$ cat config.mk
export PLATFORM = sky130hd
export DESIGN_NAME = ws2812_bit_encoder
export DESIGN_NICKNAME = d
export VERILOG_FILES = /design/src/rtl/ws2812_bit_encoder.sv
export SDC_FILE = /design/constraint.sdc
export NUM_CORES = 1
export LEC_CHECK = 0
export ABC_CLOCK_PERIOD_IN_PS = 2940
export BUFFER_PORTS_ARGS = -buffer_cell sky130_fd_sc_hd__buf_2
export CORE_MARGIN = 4
export CORE_UTILIZATION = 57
export DETAILED_ROUTE_END_ITERATION = 7
export GPL_TIMING_DRIVEN = 0
export HOLD_SLACK_MARGIN = 0.15
export PLACE_DENSITY = 0.88
export SETUP_SLACK_MARGIN = 0.15
export SLEW_MARGIN = 20
export SYNTH_ARGS = -nofsm -noshare
export SYNTH_HDL_FRONTEND = slang
export SYNTH_SLANG_ARGS = --single-unit
$ cat constraint.sdc
create_clock -name clk_i -period 2.94 [get_ports clk_i]
set_clock_uncertainty 0.2 [all_clocks]
set_input_delay 0.294 -clock clk_i [delete_from_list [all_inputs] [get_ports clk_i]]
set_output_delay 0.294 -clock clk_i [all_outputs]
set_load 0.1 [all_outputs]
$ cat src/rtl/ws2812_bit_encoder.sv
// WS2812 serial line encoder: fetches GRB words from frame RAM and shapes one high pulse
// per bit slot, timed by an external pixel/bit/tick counter, then holds a low latch period.
module ws2812_bit_encoder #(
   parameter int PIXELS      = 256,
   parameter int BITS        = 24,
   parameter int NSS         = 64,
   parameter int T0H         = 20,
   parameter int T1H         = 40,
   parameter int RESET_TICKS = 3200
) (
   input  logic            clk_i,
   input  logic            rst_n_i,
   input  logic            start_i,
   input  logic [7:0]      pixel_i,
   input  logic [7:0]      bit_i,
   input  logic [7:0]      ns_i,
   input  logic            done_i,
   output logic            cnt_rst_o,
   output logic            rd_en_o,
   output logic [7:0]      rd_addr_o,
   input  logic [BITS-1:0] rd_data_i,
   output logic            dout_o,
   output logic            busy_o,
   output logic            frame_done_o,
   output logic [1:0]      state_o
);

   localparam int LW = $clog2(RESET_TICKS + 1);

   typedef enum logic [1:0] {
      S_IDLE     = 2'd0,
      S_PREFETCH = 2'd1,
      S_SEND     = 2'd2,
      S_LATCH    = 2'd3
   } state_t;

   state_t          state_q;
   logic            dout_q;
   logic            cnt_rst_q;
   logic            rd_en_q;
   logic            rd_valid_q;
   logic [7:0]      rd_addr_q;
   logic            busy_q;
   logic            frame_done_q;
   logic [BITS-1:0] cur_q;
   logic [BITS-1:0] next_q;
   logic [LW-1:0]   latch_cnt_q;

   // Index arithmetic is 9 bits wide so PIXELS=256 compares correctly against PIXEL+1.
   logic [8:0]      pixel_inc;
   logic [8:0]      bit_inc;
   logic [8:0]      ns_inc;
   logic [8:0]      bit_sel;
   logic [8:0]      high_ticks;
   logic [BITS-1:0] bit_mask;
   logic            last_bit;
   logic            last_tick;
   logic            first_tick;
   logic            more_pixels;
   logic            cur_bit;
   logic            dout_d;

   assign pixel_inc   = {1'b0, pixel_i} + 9'd1;
   assign bit_inc     = {1'b0, bit_i} + 9'd1;
   assign ns_inc      = {1'b0, ns_i} + 9'd1;
   assign last_bit    = (bit_inc == 9'(BITS));
   assign last_tick   = (ns_inc == 9'(NSS));
   assign first_tick  = (ns_i == 8'd0);
   assign more_pixels = (pixel_inc < 9'(PIXELS));

   // MSB first: bit index 0 selects CUR[BITS-1].
   assign bit_sel    = 9'(BITS - 1) - {1'b0, bit_i};
   assign bit_mask   = {{(BITS-1){1'b0}}, 1'b1} << bit_sel;
   assign cur_bit    = |(cur_q & bit_mask);
   assign high_ticks = cur_bit ? 9'(T1H) : 9'(T0H);
   assign dout_d     = ({1'b0, ns_i} < high_ticks);

   always_ff @(posedge clk_i or negedge rst_n_i) begin
      if (!rst_n_i) begin
         state_q      <= S_IDLE;
         dout_q       <= 1'b0;
         cnt_rst_q    <= 1'b1;
         rd_en_q      <= 1'b0;
         rd_valid_q   <= 1'b0;
         rd_addr_q    <= 8'd0;
         busy_q       <= 1'b0;
         frame_done_q <= 1'b0;
         cur_q        <= '0;
         next_q       <= '0;
         latch_cnt_q  <= '0;
      end else begin
         rd_en_q      <= 1'b0;
         rd_valid_q   <= rd_en_q;
         frame_done_q <= 1'b0;
         case (state_q)
            S_IDLE: begin
               dout_q      <= 1'b0;
               cnt_rst_q   <= 1'b1;
               latch_cnt_q <= '0;
               if (start_i) begin
                  rd_en_q   <= 1'b1;
                  rd_addr_q <= 8'd0;
                  busy_q    <= 1'b1;
                  state_q   <= S_PREFETCH;
               end
            end
            // Hold until the first word arrives, then release the counter.
            S_PREFETCH: begin
               dout_q <= 1'b0;
               if (rd_valid_q) begin
                  cur_q     <= rd_data_i;
                  cnt_rst_q <= 1'b0;
                  state_q   <= S_SEND;
               end
            end
            S_SEND: begin
               dout_q <= dout_d;
               if (rd_valid_q) begin
                  next_q <= rd_data_i;
               end
               if (last_bit && first_tick && more_pixels) begin
                  rd_en_q   <= 1'b1;
                  rd_addr_q <= pixel_inc[7:0];
               end
               if (last_bit && last_tick) begin
                  cur_q <= next_q;
                  if (done_i) begin
                     cnt_rst_q   <= 1'b1;
                     latch_cnt_q <= '0;
                     state_q     <= S_LATCH;
                  end
               end
            end
            S_LATCH: begin
               dout_q <= 1'b0;
               if (latch_cnt_q == LW'(RESET_TICKS)) begin
                  frame_done_q <= 1'b1;
                  busy_q       <= 1'b0;
                  state_q      <= S_IDLE;
               end else begin
                  latch_cnt_q <= latch_cnt_q + 1'b1;
               end
            end
            default: begin
               state_q <= S_IDLE;
            end
         endcase
      end
   end

   assign cnt_rst_o    = cnt_rst_q;
   assign rd_en_o      = rd_en_q;
   assign rd_addr_o    = rd_addr_q;
   assign dout_o       = dout_q;
   assign busy_o       = busy_q;
   assign frame_done_o = frame_done_q;
   assign state_o      = state_q;

endmodule

* Yosys cells after proc, flatten, opt, wreduce, memory -nomap -nowiden *
Cells that the tools add are included.

operators by class
  order comparisons = 2
  reduce and logical (&&, ||, !) cells = 19
  muxes and demuxes = 30
  shift-type cells = 1
  add/sub/neg operators = 5
  equality and inequality tests = 13
  bitwise logic cells = 1

operator list
  cell                     number
  $mux W24                 2
  $pmux W24 S2             1
  $mux W12                 3
  $pmux W12 S3             1
  $add A8 B1 Y9 const B    3
  $and A24 B24 Y24         1
  $reduce_or A24 Y1        1
  $shl A1 B9 Y24 const A   1
  $mux W8                  2
  $pmux W8 S2              1
  $ne A2 B2 Y1 const B     7
  $add A12 B1 Y12 const B  1
  $eq A12 B12 Y1 const B   1
  $mux W2                  5
  $eq A9 B5 Y1 const B     1
  $eq A9 B7 Y1 const B     1
  $lt A9 B9 Y1 const B     1
  $mux W1                  9
  $reduce_and A3 Y1        3
  $sub A5 B8 Y9 const A    1
  $logic_not A8 Y1         1
  $lt A8 B6 Y1             1
  $pmux W2 S4              1
  $reduce_and A4 Y1        2
  other kinds (12)         20

word-level totals
  output and inout bits = 15
  logic and storage cells = 82
  bits of input ports = 52
  flip-flop bits (word level) = 76

* Longest topological paths before layout *
Gate-level depths: netlist of the first run.

  word-level depth = 7
  mapped depth = 10
  gate-level depth less buffers = 10

* Least setup slack after synthesis of the first run *
OpenSTA, ideal clock, no wires.

  path kind = register to register
  start = register state_q[0], in the netlist state_o[0]
  end = register cur_q[10]
  path slack = -0.041 ns
  stages on the path, launching flop included = 9
  data arrival time = 2.656 ns
  path buffers = 2
  clock period less this slack = 2.981 ns
  data required time = 2.615 ns
  library setup time = 0.125 ns
  cell sequence = dfrtp_1 inv_1 ha_1 clkbuf_1 inv_1 a31oi_1 nor3b_4 buf_6 mux2_4

between the ends
  longest elaborated chain between the ends = 3
  elaborated cells on any way between the ends = 7
  classes of those cells = eq/ne (4); mux (1); reduce/logical (2)

RTL lines
  element                                                              RTL line  source
  from (decl)                                                          37        state_t state_q;
  from (signal assigned)                                               80        state_q <= S_IDLE;
  from (signal assigned)                                               104       state_q <= S_PREFETCH;
  from (signal assigned)                                               113       state_q <= S_SEND;
  $eq A2 B1 Y1 or $eq A2 B2 Y1 (tied branches)                         95        case (state_q)
  $ne A2 B2 Y1 (no source line) or $reduce_bool A2 Y1 (tied branches)  -
  $reduce_and A3 Y1 (no source line)                                   -
  to (signal assigned)                                                 111       cur_q <= rd_data_i;
  to (signal assigned)                                                 126       cur_q <= next_q;
  to (decl)                                                            45        logic [BITS-1:0] cur_q;

Several ways; a longest one is shown, not always the timed one.
A chain may end at the register's enable or synchronous reset.

* Worst setup path after layout of the first run *
  start = register cur_q[13]
  end = register dout_q, in the netlist dout_o

between the ends
  longest elaborated chain between the ends = 5

RTL lines
  element               RTL line  source
  $and A24 B24 Y24      74        assign cur_bit = |(cur_q & bit_mask);
  $reduce_or A24 Y1     74
  $mux W6               75        assign high_ticks = cur_bit ? 9'(T1H) : 9'(T0H);
  $lt A8 B6 Y1          76        assign dout_d = ({1'b0, ns_i} < high_ticks);
  $pmux W1 S2           95
  to (signal assigned)  117       dout_q <= dout_d;
  to (decl)             38        logic dout_q;

Every way passes these cells.

==> results of run 1 <==
final timing paths:
path | slack, ps | from | endpoint
setup / recovery | 200 | cur_q[13] | dout_o
setup reg to reg | 200 | cur_q[13] | dout_o
min in group asynchronous | 250 | rst_n_i | latch_cnt_q[11]
hold / removal | 170 | start_i | rd_addr_o[0]
max in group asynchronous | 1710 | rst_n_i | next_q[16]
hold reg to reg | 200 | rd_en_o | rd_valid_q
state kept, by name, summed over array words and instances (netlist names):
signal        count
busy_o            1
dout_o            1
state_o           2
latch_cnt_q      12
next_q           24
frame_done_o      1
rd_addr_o         8
rd_valid_q        1
cnt_rst_o         1
cur_q            24
rd_en_o           1
cells by family after synthesis:
kind of cell,after synthesis
AND/OR/NAND/NOR,97
multiplexers,86
flip-flops,76
AO/OA/AOI/OAI,59
buffers and inverters,34
adder cells (fa/ha/maj),13
XOR/XNOR,8
routing by layer:
layer  wire (um)  vias to the layer above  share of wire (%)
li1            -                     1585                  -
met1        4341                     1700                 42
met2        5271                      105                 51
met3         549                       19                5.3
met4         170                        0                1.6
met5           0                        -                  0
power groups by stage:
stage / sequential (mW) / combinational [mW] / clock (mW)
2_1_floorplan: 1.09 / 0.0734 / 0
3_3_place_gp: 1.09 / 0.150 / 0
3_5_place_dp: 1.09 / 0.161 / 0
4_1_cts: 1.07 / 0.197 / 0.979
5_1_grt: 1.07 / 0.225 / 1.04
6_report: 1.07 / 0.205 / 0.969
cell type report:
class	instances	share of cell area (%)
Sequential cell	76	35.39
Buffer	18	2.045
Clock buffer	9	2.301
Timing Repair Buffer	100	12.78
Clock inverter	7	2.138
Tap cell	99	2.301
Inverter	16	1.116
Multi-Input combinational cell	263	41.92
tightest hold or removal path: stages:
cell	delay (ps)
buf_2	110
nand2b_1	180
a31oi_1	100
repair_timing:
| item | in CTS | in global routing |
|---|---|---|
| setup endpoints to repair | 1 | 18 |
| resized for setup | 2 | 13 |
| hold buffers | 34 | 0 |
| endpoints found under the hold margin | 132 | 0 |
| cloned | 0 | 0 |
| pin swaps | 0 | 4 |
Yosys cell counts, types with 3 or more instances:
library cell  count
dfrtp_1          75
mux2_2           51
nand2_1          24
o21ai_0          23
nor2_1           20
inv_1            16
mux2i_1          14
ha_1             13
mux2_4           10
clkbuf_1          9
mux2_1            9
a22o_1            8
nand3_1           8
a221oi_1          6
nand2b_1          6
or2_2             5
xor2_1            5
and3_1            4
buf_2             4
buf_6             4
nor4_1            4
a31oi_1           3
nand3b_1          3
nand4_1           3
o31ai_1           3
or3_1             3
xnor2_1           3
through the flow:
step,hold slack [ps],power [mW]
2_1_floorplan,-201.6,1.160
3_3_place_gp,176.7,1.237
3_5_place_dp,84.86,1.250
4_1_cts,151.0,2.245
5_1_grt,187.9,2.333
6_report,169.7,2.243
==> results.py, run 1 <==
metrics = {
    "critical_path": {
        "critPathRequiredTime_ps": 2970,
        "worstPathCellList": "mux4_1 -> mux2_2 -> nand4_1 -> and2_4 -> nor3_1 -> ha_1 -> o211ai_1 -> a2111oi_2 -> nor2_1",
        "critPathCaptureType": "register",
        "worstPathArrival_ps": 2770,
        "reg2regPathDepth": 9,
        "cp_slowest_cell": "mux4_1",
        "cp_num_cells": 9,
        "worstSetupPathType": "reg2reg",
        "cp_num_buf_inv": 0,
        "slowest_delay_ps": 510,
        "path_max_fanout": 2,
        "critical_path.top_delay_family": "multiplexers",
        "start_kind": "register",
    },
    "cts": {
        "postCtsSetupRepairBufs": 0,
        "insertion_delay_ps": 350,
        "cts-buffers-inserted": 9,
        "cts-htree-levels": 3,
        "clkTransAtPathRegs_ps": 80,
        "clk_path_buf_depth": 2,
        "cts.sinks": 76,
        "clock-root-buffer": "clkbuf_8",
        "cts_tree": "done",
    },
    "power": {
        "pwr-share-clk_pct": 43.2,
        "p_seq_share_pct": 47.7,
        "vdd_drop_max_mv": 0.2888,
        "switching_share_pct": 23.00,
        "power_density_nw_per_um2": 416.7,
        "p_int_mw": 1.727,
        "power.leakage_nw": 2.494,
        "combPwrFrac_pct": 9.1,
        "p_sw_uw": 516.0,
    },
    "sta": {
        "rsz0062_at_grt": "true",
        "finalHoldViolations": 0,
        "drv_slew": 0,
        "fin_crit_ps": 2744,
        "tns_ps": 0,
        "layout_setup_ws_ps": 196.1,
        "fmax_ghz": 0.3644,
        "tightestPinTransition_ps": 595.5,
        "finalSetupViolations": 0,
        "relSlewSlack_pct": 60.30,
        "finalCritPeriodShare_pct": 93.33,
    },
    "cells_and_area": {
        "finalNonFillerCells": 588,
        "fill_cells": 519,
        "multiInputGateArea_um2": 2257,
        "n_antenna_cell": 0,
        "final_common_cell": "dfrtp_1",
        "layout-drive-gt1-share_pct": 36.20,
        "stdcell_area_um2": 5384,
        "final_nets": 549,
        "seq_area_um2": 1906,
        "final_cell_mix": "dfrtp_1, buf_2, mux2_2",
        "utilization_pct": 73.83,
        "syn2layout_area_growth_pct": 25.71,
    },
    "detailed_routing": {
        "wirelength_mm": 10.33,
        "drtIter0Drc": 143,
        "first_pass_iters": 5,
        "postRouteAntennaNets": 0,
        "via_per_inst": 5.798,
        "drc": 0,
        "wl_per_cell_um": 17.57,
        "vias": 3409,
    },
    "placed_design": {
        "preCtsSetupSlack_ps": -159.1,
        "dp_cells": 538,
        "gp_congestion": 0.9301,
        "dpl.hpwl_mm": 7.015,
        "numPortBuffers": 65,
        "place_area_um2": 4757,
    },
    "floorplanning": {
        "core_area_um2": 7292,
        "ios": 67,
        "die_width_um": 94.68,
        "die_h_um": 94.68,
        "die_area_um2": 8964,
        "fp-row-count": 31,
        "initial_core_util_pct": 58.73,
    },
    "run_status": {
        "status": "finished, final reports clean",
    },
    "logic_synthesis": {
        "syn_avg_cell_area_um2": 11.48,
        "netlist_area_um2": 4283,
        "netlist.area_leader.share_pct": 43.82,
        "yosysSeqAreaShare_pct": 44.43,
        "synth_fa_ha_area_share_pct": 3.798,
        "yosysTopAreaCell": "dfrtp_1",
        "synthMuxAreaShare_pct": 23.78,
        "synth_edf_count": 0,
        "synthSimpleGateAreaFrac_pct": 12.50,
        "synth-seq-cells": 76,
        "netlist_instances": 373,
        "synth_ff_type": "dfrtp_1",
        "yosysUniqueCellTypes": 55,
        "synth_nets": 438,
        "synth_top_family_by_area": "multiplexers",
        "async_reset_ff_share_pct": 100.0,
        "synth_area_leaders": "dfrtp_1, mux2_2, ha_1, mux2_4, mux2i_1",
        "synth-compound-area-share_pct": 9.962,
        "synth-xor-area-share_pct": 1.636,
        "yosys_warnings": 0,
    },
    "job": {
        "drv_cap": 0,
    },
    "global_route": {
        "gr-usage-all-layers_pct": 24.76,
        "met3_usage_pct": 4.382,
        "grt.busiest_layer": "met2",
        "grt_max_degree": 41,
        "grt_pass1_vias": 3579,
        "met1_usage_pct": 31.40,
        "grt_pass1_wl_mm": 17.23,
        "use_met2_pct": 42.51,
        "grt_overflow": 0,
        "antenna_found_initial": 0,
    },
    "hold_path": {
        "hold_path.class": "in2reg",
        "whs_path_depth": 3,
    },
}
Power figures use the tool's default switching activity.
==> run 2, diff against run 1 <==
GPL_TIMING_DRIVEN = not set   (was 0)
MAX_ROUTING_LAYER = met4   (was not set)
==> results.py, run 2 (synthesis gave the netlist of run 1 again) <==
metrics = {
    "run_status": {
        "status": "finished, final reports clean",
    },
    "sta": {
        "fmax_ghz": 0.3634,
        "whs_ps": 184.4,
        "finalHoldViolations": 0,
        "fin_crit_ps": 2752,
        "finalCritPeriodShare_pct": 93.61,
        "rsz0062_at_grt": "true",
        "finalSetupViolations": 0,
        "relSlewSlack_pct": 37.33,
        "tns_ps": 0,
        "tightestPinTransition_ps": 940.0,
        "drv_slew": 0,
    },
    "job": {
        "drv_cap": 0,
    },
    "cells_and_area": {
        "utilization_pct": 73.03,
        "seq_area_um2": 1906,
        "multiInputGateArea_um2": 2260,
        "final_nets": 542,
        "top_regs": "cur_q x24, next_q x24, latch_cnt_q x12",
        "fill_cells": 502,
        "finalNonFillerCells": 580,
        "n_antenna_cell": 0,
        "final_cell_mix": "dfrtp_1, buf_2, mux2_2",
        "final_common_cell": "dfrtp_1",
        "syn2layout_area_growth_pct": 24.34,
        "layout-drive-gt1-share_pct": 36.80,
    },
    "critical_path": {
        "slowest_delay_ps": 400,
        "start_kind": "register",
        "path_max_fanout": 2,
        "cp_slowest_cell": "or3b_4",
        "worstPathCellList": "or3b_4 -> a21boi_2 -> o311ai_2 -> and2_4 -> or3_4 -> ha_4 -> o211ai_1 -> a2111oi_2 -> nor2_1",
        "critPathRequiredTime_ps": 2980,
        "critical_path.top_delay_family": "simple AND/OR/NAND/NOR gates",
        "cp_num_buf_inv": 0,
        "worstSetupPathType": "reg2reg",
        "worstPathArrival_ps": 2790,
        "critPathCaptureType": "register",
    },
    "global_route": {
        "antenna_found_initial": 0,
        "grt_pass1_wl_mm": 17.19,
        "gr-usage-all-layers_pct": 25.59,
        "grt_pass1_vias": 3620,
        "grt_max_degree": 77,
        "grt_overflow": 0,
    },
    "detailed_routing": {
        "wirelength_mm": 10.88,
        "wl_per_cell_um": 18.75,
        "via_per_inst": 6.055,
        "postRouteAntennaNets": 0,
        "first_pass_iters": 5,
        "drc": 0,
        "vias": 3512,
        "drtIter0Drc": 208,
    },
    "cts": {
        "clock-root-buffer": "clkbuf_8",
        "cts-htree-levels": 3,
        "cts_tree": "done",
        "cts-buffers-inserted": 9,
        "clkTransAtPathRegs_ps": 80,
        "clk_path_buf_depth": 2,
        "insertion_delay_ps": 360,
        "cts.sinks": 76,
    },
    "placed_design": {
        "dpl.hpwl_mm": 6.721,
        "gp_congestion": 0.9113,
        "numPortBuffers": 66,
        "dp_cells": 527,
    },
    "floorplanning": {
        "die_width_um": 94.68,
        "ios": 67,
        "die_h_um": 94.68,
        "die_area_um2": 8964,
        "fp-row-count": 31,
        "core_area_um2": 7292,
        "initial_core_util_pct": 58.73,
    },
    "power": {
        "switching_share_pct": 23.79,
        "power.leakage_nw": 2.459,
        "p_int_mw": 1.637,
        "combPwrFrac_pct": 9.7,
        "p_seq_share_pct": 49.8,
        "power_density_nw_per_um2": 403.3,
        "vdd_drop_max_mv": 0.4172,
        "pwr-share-clk_pct": 40.5,
        "p_sw_uw": 511.0,
    },
    "hold_path": {
        "hold_path.class": "reg2reg",
    },
}
==> run 2: layer usage <==
metal / global-route usage [%] / part of all wire (%) / vias up
met2: 42.63 / 50 / 185
met1: 30.61 / 40 / 1722
met3: 3.825 / 7.6 / 36
met4: 11.90 / 3.2 / 0
met5: - / 0 / -
li1: - / - / 1569
==> run 2: path summary, 6_finish.rpt <==
kind,start,end,slack [ps],cells after the start
worst min-delay path,rd_en_o,rd_valid_q,180,0
worst max-delay path,cur_q[5],dout_o,190,9
worst min register to register,rd_en_o,rd_valid_q,180,0
min in group asynchronous,rst_n_i,latch_cnt_q[5],410,2
max in group asynchronous,rst_n_i,state_o[0],1470,2
worst max register to register,cur_q[5],dout_o,190,9
==> run 2: cell type report <==
class / instances / area share (%)
Clock buffer: 10 / 2.397
Clock inverter: 5 / 1.457
Inverter: 16 / 1.128
Multi-Input combinational cell: 263 / 42.43
Sequential cell: 76 / 35.78
Tap cell: 99 / 2.326
Timing Repair Buffer: 111 / 14.47
==> run 2: power groups by stage <==
stage | clock network (mW) | logic [mW] | registers [mW]
finish | 0.871 | 0.208 | 1.07
global route | 0.928 | 0.227 | 1.07
CTS | 0.875 | 0.194 | 1.07
detailed placement | 0 | 0.157 | 1.09
global placement | 0 | 0.147 | 1.09
floorplan | 0 | 0.0734 | 1.09
==> run 2: per-stage QoR <==
stage	worst slack (ps)	cell area [um^2]	power (mW)
final	188.0	5325	2.148
after floorplan	269.9	4285	1.160
after global routing	66.03	5325	2.226
after CTS	158.6	5256	2.138
after global placement	154.2	4701	1.235
after detailed placement	14.25	4701	1.247
==> run 2: repair_timing <==
item                                   in CTS  in global routing
gates resized for setup                     0                 13
setup endpoints to repair                   0                  3
setup buffers                               0                  3
endpoints found under the hold margin     132                  0
hold buffers                               35                  0
==> run 2: worst reg2reg max path, cell delays in order (launching register included) <==
cell and delay (ps):
dfrtp_1 380, or3b_4 400, a21boi_2 150, o311ai_2 130, and2_4 190, or3_4 360
ha_4 280, o211ai_1 130, a2111oi_2 310, nor2_1 100
==> run 3, diff against run 2 <==
ABC_CLOCK_PERIOD_IN_PS = 2760   (was 2940)
clock period = 2.76 ns   (was 2.94 ns; I/O delays follow)
==> results.py, run 3 (synthesis gave the netlist of run 1 again) <==
metrics = {
    "critical_path": {
        "cp_num_buf_inv": 0,
        "start_kind": "register",
        "path_max_fanout": 2,
        "worstPathCellList": "or3b_4 -> a21boi_2 -> o311ai_1 -> and2_4 -> or3_4 -> ha_1 -> o211ai_1 -> a2111oi_1 -> nor2_1",
        "critical_path.top_delay_family": "simple AND/OR/NAND/NOR gates",
        "cp_slowest_cell": "or3b_4",
        "slowest_delay_ps": 380,
        "worstPathArrival_ps": 2680,
        "worstSetupPathType": "reg2reg",
        "critPathRequiredTime_ps": 2800,
        "critPathCaptureType": "register",
    },
    "global_route": {
        "antenna_found_initial": 0,
        "grt_pass1_vias": 3483,
        "gr-usage-all-layers_pct": 25.52,
        "grt_overflow": 0,
        "grt_pass1_wl_mm": 16.90,
        "grt_max_degree": 48,
    },
    "cts": {
        "cts.sinks": 76,
        "insertion_delay_ps": 360,
        "cts-htree-levels": 3,
        "clk_path_buf_depth": 2,
        "clkTransAtPathRegs_ps": 80,
        "cts-buffers-inserted": 9,
        "cts_tree": "done",
        "clock-root-buffer": "clkbuf_8",
    },
    "job": {
        "drv_cap": 0,
    },
    "sta": {
        "finalSetupViolations": 0,
        "finalHoldViolations": 0,
        "drv_slew": 0,
        "relSlewSlack_pct": 49.56,
        "fin_crit_ps": 2644,
        "fmax_ghz": 0.3782,
        "whs_ps": 177.6,
        "finalCritPeriodShare_pct": 95.79,
        "rsz0062_at_grt": "true",
        "tightestPinTransition_ps": 756.7,
    },
    "floorplanning": {
        "die_area_um2": 8964,
        "fp-row-count": 31,
        "ios": 67,
        "core_area_um2": 7292,
        "initial_core_util_pct": 58.73,
        "die_width_um": 94.68,
        "die_h_um": 94.68,
    },
    "cells_and_area": {
        "syn2layout_area_growth_pct": 25.27,
        "multiInputGateArea_um2": 2233,
        "final_cell_mix": "dfrtp_1, buf_2, mux2_2",
        "seq_area_um2": 1908,
        "fill_cells": 508,
        "layout-drive-gt1-share_pct": 37.14,
        "top_regs": "cur_q x24, next_q x24, latch_cnt_q x12",
        "final_common_cell": "dfrtp_1",
        "final_nets": 550,
        "n_antenna_cell": 0,
    },
    "detailed_routing": {
        "drtIter0Drc": 171,
        "wirelength_mm": 10.66,
        "via_per_inst": 5.772,
        "vias": 3400,
        "drc": 0,
        "wl_per_cell_um": 18.10,
        "postRouteAntennaNets": 0,
        "first_pass_iters": 4,
    },
    "power": {
        "power_density_nw_per_um2": 417.6,
        "finalPower_mw": 2.241,
        "vdd_drop_max_mv": 0.3410,
        "power.leakage_nw": 2.487,
    },
    "run_status": {
        "status": "finished, final reports clean",
    },
    "hold_path": {
        "hold_path.class": "reg2reg",
    },
    "placed_design": {
        "numPortBuffers": 66,
        "dpl.hpwl_mm": 6.893,
        "gp_congestion": 0.8754,
    },
}
==> run 3: changes by cell type in the layout (fill, tap and decap cells not counted), moves of 2 or more <==
cell,delta
buf_4,+6
clkinv_2,-2
clkinvlp_4,+2
ha_4,-2
==> run 3: final timing paths <==
path / slack, ps / cells past startpoint / end / start
max reg2reg: 120 / 9 / dout_o / cur_q[5]
max in group asynchronous: 1400 / 3 / cnt_rst_o / rst_n_i
min reg2reg: 180 / 0 / rd_valid_q / rd_en_o
min in group asynchronous: 270 / 2 / latch_cnt_q[9] / rst_n_i
max: 120 / 9 / dout_o / cur_q[5]
min: 180 / 0 / rd_valid_q / rd_en_o
==> run 3: worst register-to-register path, cell delays in order (launching register included) <==
cell and delay (ps):
dfrtp_1 350, or3b_4 380, a21boi_2 130, o311ai_1 110
and2_4 180, or3_4 330, ha_1 300, o211ai_1 110
a2111oi_1 340, nor2_1 80
==> run 3: power breakdown <==
part | internal (mW) | switching (mW) | total (mW)
Clock | 0.444 | 0.433 | 0.877
Combinational | 0.116 | 0.108 | 0.224
Sequential | 1.13 | 0.00894 | 1.14
Total | 1.69 | 0.550 | 2.24
==> run 3: layout make-up <==
class | instances | share of cell area [%]
multi-input combinational | 263 | 41.63
sequential | 76 | 35.56
timing repair buffer | 119 | 15.60
clock buffer | 11 | 2.635
tap | 99 | 2.309
clock inverter | 5 | 1.143
inverter | 16 | 1.119
==> run 3: metal layers <==
layer | track usage (%) | routed length (um) | up-vias
met5 | - | 0 | -
met4 | 9.976 | 267 | 0
met3 | 4.303 | 552 | 26
met2 | 42.63 | 5406 | 129
met1 | 30.92 | 4431 | 1659
li1 | - | - | 1586
==> run 3: timing repair <==
action	in CTS	in global routing
endpoints found under the hold margin	102	0
hold buffers	36	0
pin swaps	3	4
gates resized for setup	2	8
endpoints found under the setup margin	1	28
setup buffers	0	3
==> run 3: metrics by stage <==
stage,worst slack [ps],instances,utilization (%),instance area (um^2),TNS (ps)
floorplan,156.9,373,-,4290,0
global placement,15.82,534,65.22,4756,0
detailed placement,-110.1,534,65.22,4756,-110.1
CTS,151.9,586,73.03,5325,0
global route,45.26,589,73.58,5365,0
finish,116.2,589,73.58,5365,0
